`src/rtl/vending_machine_change.sv`:
```
`default_nettype none
// ----------------------------------------------------------------------------
// Module      : vending_machine_change
// Description : Coin-accepting vending controller with single-item vend,
//               cancel refund and one-nickel-per-cycle change return.
// Revision    : 1.0 - initial release
// ----------------------------------------------------------------------------
module vending_machine_change #(
  parameter int PRICE_N  = 4,
  parameter int CREDIT_W = 8
) (
  input  logic                clk,
  input  logic                rst,
  input  logic                nickel,
  input  logic                dime,
  input  logic                quarter,
  input  logic                cancel,
  input  logic                vend_ack,
  output logic                vend,
  output logic                change_nickel,
  output logic                coin_reject,
  output logic [CREDIT_W-1:0] credit,
  output logic                busy
);

  // Four guard bits hold credit plus the largest single-cycle deposit (8).
  localparam int                SUM_W      = CREDIT_W + 4;
  localparam logic [SUM_W-1:0]  MAX_CREDIT = {4'b0000, {CREDIT_W{1'b1}}};
  localparam logic [CREDIT_W-1:0] PRICE    = CREDIT_W'(PRICE_N);
  localparam logic [CREDIT_W-1:0] ONE      = CREDIT_W'(1);

  typedef enum logic [1:0] {
    ST_ACCEPT = 2'd0,
    ST_VEND   = 2'd1,
    ST_CHANGE = 2'd2
  } state_t;

  state_t              state_q, state_d;
  logic [CREDIT_W-1:0] credit_q, credit_d;
  logic                coin_reject_q, coin_reject_d;

  logic [3:0]          coin_val;
  logic [SUM_W-1:0]    coin_sum;
  logic                any_coin;
  logic                sum_ovf;

  always_comb begin
    coin_val = {3'b000, nickel} + {2'b00, dime, 1'b0} + {1'b0, quarter, 1'b0, quarter};
    coin_sum = {4'b0000, credit_q} + {{CREDIT_W{1'b0}}, coin_val};
    any_coin = nickel | dime | quarter;
    sum_ovf  = (coin_sum > MAX_CREDIT);
  end

  always_comb begin
    state_d       = state_q;
    credit_d      = credit_q;
    coin_reject_d = 1'b0;
    case (state_q)
      ST_ACCEPT: begin
        if (cancel && (credit_q != '0)) begin
          state_d       = ST_CHANGE;
          coin_reject_d = any_coin;
        end else begin
          // Coins are still taken in the cycle the vend decision is made.
          if (sum_ovf) begin
            coin_reject_d = 1'b1;
          end else begin
            credit_d = coin_sum[CREDIT_W-1:0];
          end
          if (!cancel && (credit_q >= PRICE)) begin
            state_d = ST_VEND;
          end
        end
      end
      ST_VEND: begin
        coin_reject_d = any_coin;
        if (vend_ack) begin
          credit_d = credit_q - PRICE;
          state_d  = (credit_q > PRICE) ? ST_CHANGE : ST_ACCEPT;
        end
      end
      ST_CHANGE: begin
        coin_reject_d = any_coin;
        if (credit_q <= ONE) begin
          credit_d = '0;
          state_d  = ST_ACCEPT;
        end else begin
          credit_d = credit_q - ONE;
        end
      end
      default: begin
        state_d  = ST_ACCEPT;
        credit_d = '0;
      end
    endcase
  end

  always_ff @(posedge clk or posedge rst) begin
    if (rst) begin
      state_q       <= ST_ACCEPT;
      credit_q      <= '0;
      coin_reject_q <= 1'b0;
    end else begin
      state_q       <= state_d;
      credit_q      <= credit_d;
      coin_reject_q <= coin_reject_d;
    end
  end

  assign vend          = (state_q == ST_VEND);
  assign change_nickel = (state_q == ST_CHANGE);
  assign busy          = (state_q == ST_VEND) || (state_q == ST_CHANGE);
  assign coin_reject   = coin_reject_q;
  assign credit        = credit_q;

endmodule
`default_nettype wire
```
`config.mk`:
```
export PLATFORM = sky130hd
export DESIGN_NAME = vending_machine_change
export DESIGN_NICKNAME = d
export VERILOG_FILES = /design/src/rtl/vending_machine_change.sv
export SDC_FILE = /design/constraint.sdc
export NUM_CORES = 1
export LEC_CHECK = 0
export CAP_MARGIN = 20
export CORE_ASPECT_RATIO = 1.2
export CORE_MARGIN = 5
export CORE_UTILIZATION = 25
export CTS_CLUSTER_DIAMETER = 40
export DETAILED_ROUTE_END_ITERATION = 10
export GPL_ROUTABILITY_DRIVEN = 1
export GPL_TIMING_DRIVEN = 0
export SLEW_MARGIN = 40
export SYNTH_ARGS = -nofsm -noshare
export SYNTH_HDL_FRONTEND = slang
export SYNTH_SLANG_ARGS = --single-unit
export TNS_END_PERCENT = 20
```
`constraint.sdc`:
```
create_clock -name clk -period 2.6 [get_ports clk]
set_input_delay 0.78 -clock clk [delete_from_list [all_inputs] [get_ports clk]]
set_output_delay 0.78 -clock clk [all_outputs]
set_load 0.005 [all_outputs]
```
==> results.md <==
- Startpoint Class: input port
- Final Max Tran Viols: 0
- Clk root buf: clkbuf_8
- Vias in the first global route: ~1200
- CTS tree: done
- Min Hold Slack: roughly 0.62 ns
- Routed met3 length: 201 um
- DRC: 0
- RePlAce Congestion: 0.860
- Hold Path Class: register to register
- CP required: 2.73 ns
- Fin crit share: a little over nine tenths
- Crit path max fanout: 5
- Worst setup margin: roughly 0.097 ns
- I/O Buffers: 18
- Length of routed met2 wiring: 1740 um
- Number of flops mapped to enable cells by yosys: 0
- Clock Tree Buf Depth: 2
- Total negative slack: 0 ns
- Unrepaired setup endpoints after global routing: no
- Setup Viol. Count Final: 0
- Gate Count Post-Synth: 145
- Gr usage total: 12.5%
- Buffers and inverters on the worst path: 1
- # IOs: 19
- Die width: 74.4 um
- Fraction of layout cells with a size suffix above 1: 17.1%
- Critical Path Slowest Stage Cell: fa_2
- Die height: 87.2 um
- Synth warnings: 0
- Fraction of registers with async set/reset: 100%
- TritonRoute pass-1 iters: 4
- Drt first-iter violations: 76
- P_leak: 0.633 nW
- Sequential share of the synthesized area: 22.2%
- Final Hold Vio Count: 0
- Max Cap Viol: 0
- Area leader, netlist: dfrtp_1
- Largest net degree at the start of global routing: 12
- Highest routed layer: met4
- Least-Margin Pin Slew: around 0.62 ns
- Overflow after GRT: 0
- H-tree depth: 1
- Path type of the worst setup path: input port to register
- Starting Density: 25.5%
- Netlist cell types: 52
- Worst VDD drop: 0.453 mV
- Max Clock Freq: 0.400 GHz
- Synth top area share: ~22%
- Met1 wire length: 1550 um
- Status: completed
- # fillers: 506
- Place WS: -0.668 ns
- Vias: 1239
- Main synth FF type: dfrtp_1
- Row cnt: 28
- Detailed placer's ending HPWL: 2770 um
- Synthesized area: 1240 um2
- Cells along the critical path: clkdlybuf4s15_1 -> fa_2 -> fa_2 -> a21oi_4 -> or3_4 -> and3_4 -> o21ai_1 -> a32o_1
- Top cells by area, synth: dfrtp_1 (22%), ha_1 (12%), o21ai_0 (3.6%)
- Die footprint: 6490 um2
- Initial antenna violation count: 0
- Routed Antenna Nets: 0
- Fin area: between 1500 and 2000 um2
- Total chip power: 2.12 mW
- Clock Skew: 0.00283 ns
- Worst-skew pair later-pin latency: 0.25 ns
- Area Overhead vs Synth: 28.5%
- Post-DP Area: 1500 um2
- Fin nets: around 190
- Dpl cells: 223
- Crit end category: register
- WL final: around 3600 um
- Pwr dens: roughly 1300 nW/um2
- Most common cell on crit path: fa_2
- CP delay by family, top: adder cells
- Diode count: 0
- Slew headroom: 57.9%
- Synthesized area per cell: about 8.6 um2
- CTS Buf Count: 3
- Critical Path Max Stage Delay: 0.41 ns
- Core area: 4870 um2
- Final Non-Filler Cells: 230
- First-pass GRT wire length: 6210 um
- Via density: 5.39
- Final Core Density: 32.8%
- Clock-pin slew on the worst setup and hold paths: 0.05 ns
- Arr. time, crit path: 2.64 ns
- Routed WL per cell: 15.8 um
- Mapped Nets: 166
- Fin crit period: 2.50 ns
- Synth Register Bits: 11
- Clk sink count: 11
[repair_timing]
action	4_1_cts	5_1_grt
pin swaps	4	4
setup endpoints to repair	9	8
hold buffers	0	0
gates resized for setup	7	4
hold endpoints to repair	0	0
setup buffers	3	0
[flip-flops by register name, summed over array words and instances, names as in the netlist]
register and cells:
coin_reject 1, credit 8, state_q 2
[Yosys cell counts (5+ instances only)]
cell,number
a21oi_1,7
ha_1,12
nand3_1,5
nand2_1,12
dfrtp_1,11
o21ai_0,9
inv_1,10
nor2_1,7
[per-layer routing]
layer  GRT usage (%)  up-vias
li1                -      594
met3            2.77       18
met1            15.8      581
met5               0        -
met2            19.8       46
met4            6.31        0
[path summary, 6_finish.rpt]
| check | from | to | slack (ns) | cells after the start |
|---|---|---|---|---|
| min in group asynchronous | rst | credit[4]$_DFFE_PP0P_ | 0.84 | 2 |
| hold / removal | state_q[1]$_DFFE_PP0P_ | state_q[1]$_DFFE_PP0P_ | 0.62 | 2 |
| max in group asynchronous | rst | coin_reject$_DFF_PP0_ | 1.45 | 2 |
| setup / recovery | quarter | credit[6]$_DFFE_PP0P_ | 0.1 | 8 |
| setup reg to reg | credit[3]$_DFFE_PP0P_ | credit[2]$_DFFE_PP0P_ | 0.31 | 8 |
| hold reg to reg | state_q[1]$_DFFE_PP0P_ | state_q[1]$_DFFE_PP0P_ | 0.62 | 2 |
[power by group]
part           internal (mW)  total, mW  leakage, nW  switching (mW)
Sequential             0.250      0.344        0.140          0.0942
Clock                  0.108      0.182       0.0228          0.0735
Combinational          0.752       1.59        0.471           0.841
[worst min-delay path: cells and delay by family (launching register included)]
kind,cells,cell delay (ns)
flip-flops,1,0.38
AO/OA/AOI/OAI,2,0.19
[cell usage in the layout (no fill, tap or decap), drive strengths merged, types with 3 or more instances in the layout]
cell type / instances
a21oi: 7
a2bb2oi: 3
a31oi: 3
buf: 8
clkbuf: 7
clkdlybuf4s50: 16
dfrtp: 11
ha: 12
inv: 10
nand2: 13
nand3: 5
nand3b: 3
nor2: 8
nor3: 3
o211ai: 3
o21ai: 13
[cell type report]
| cell class | instances | area, um2 | share of cell area, % |
|---|---|---|---|
| Buffer | 8 | 60.1 | 3.76 |
| Clock buffer | 4 | 45.0 | 2.82 |
| Inverter | 10 | 37.5 | 2.35 |
| Multi-Input combinational cell | 116 | 901 | 56.4 |
| Sequential cell | 11 | 275 | 17.2 |
| Tap cell | 60 | 75.1 | 4.70 |
| Timing Repair Buffer | 21 | 203 | 12.7 |
[cells by family (layout without fill, tap and decap cells)]
| family | after synthesis | count (layout) | share of synthesized area, % |
|---|---|---|---|
| AOI/OAI and AO/OA | 53 | 53 | 31.8 |
| buffers and inverters | 18 | 43 | 7.85 |
| DFF | 11 | 11 | 22.2 |
| xor gates and xnor gates | 2 | 2 | 1.41 |
| adders and majority gates | 14 | 14 | 15.3 |
| and+or+nand+nor | 46 | 46 | 20.5 |
| muxes | 1 | 1 | 0.906 |
No activity file was read; power rests on OpenSTA's default activity.
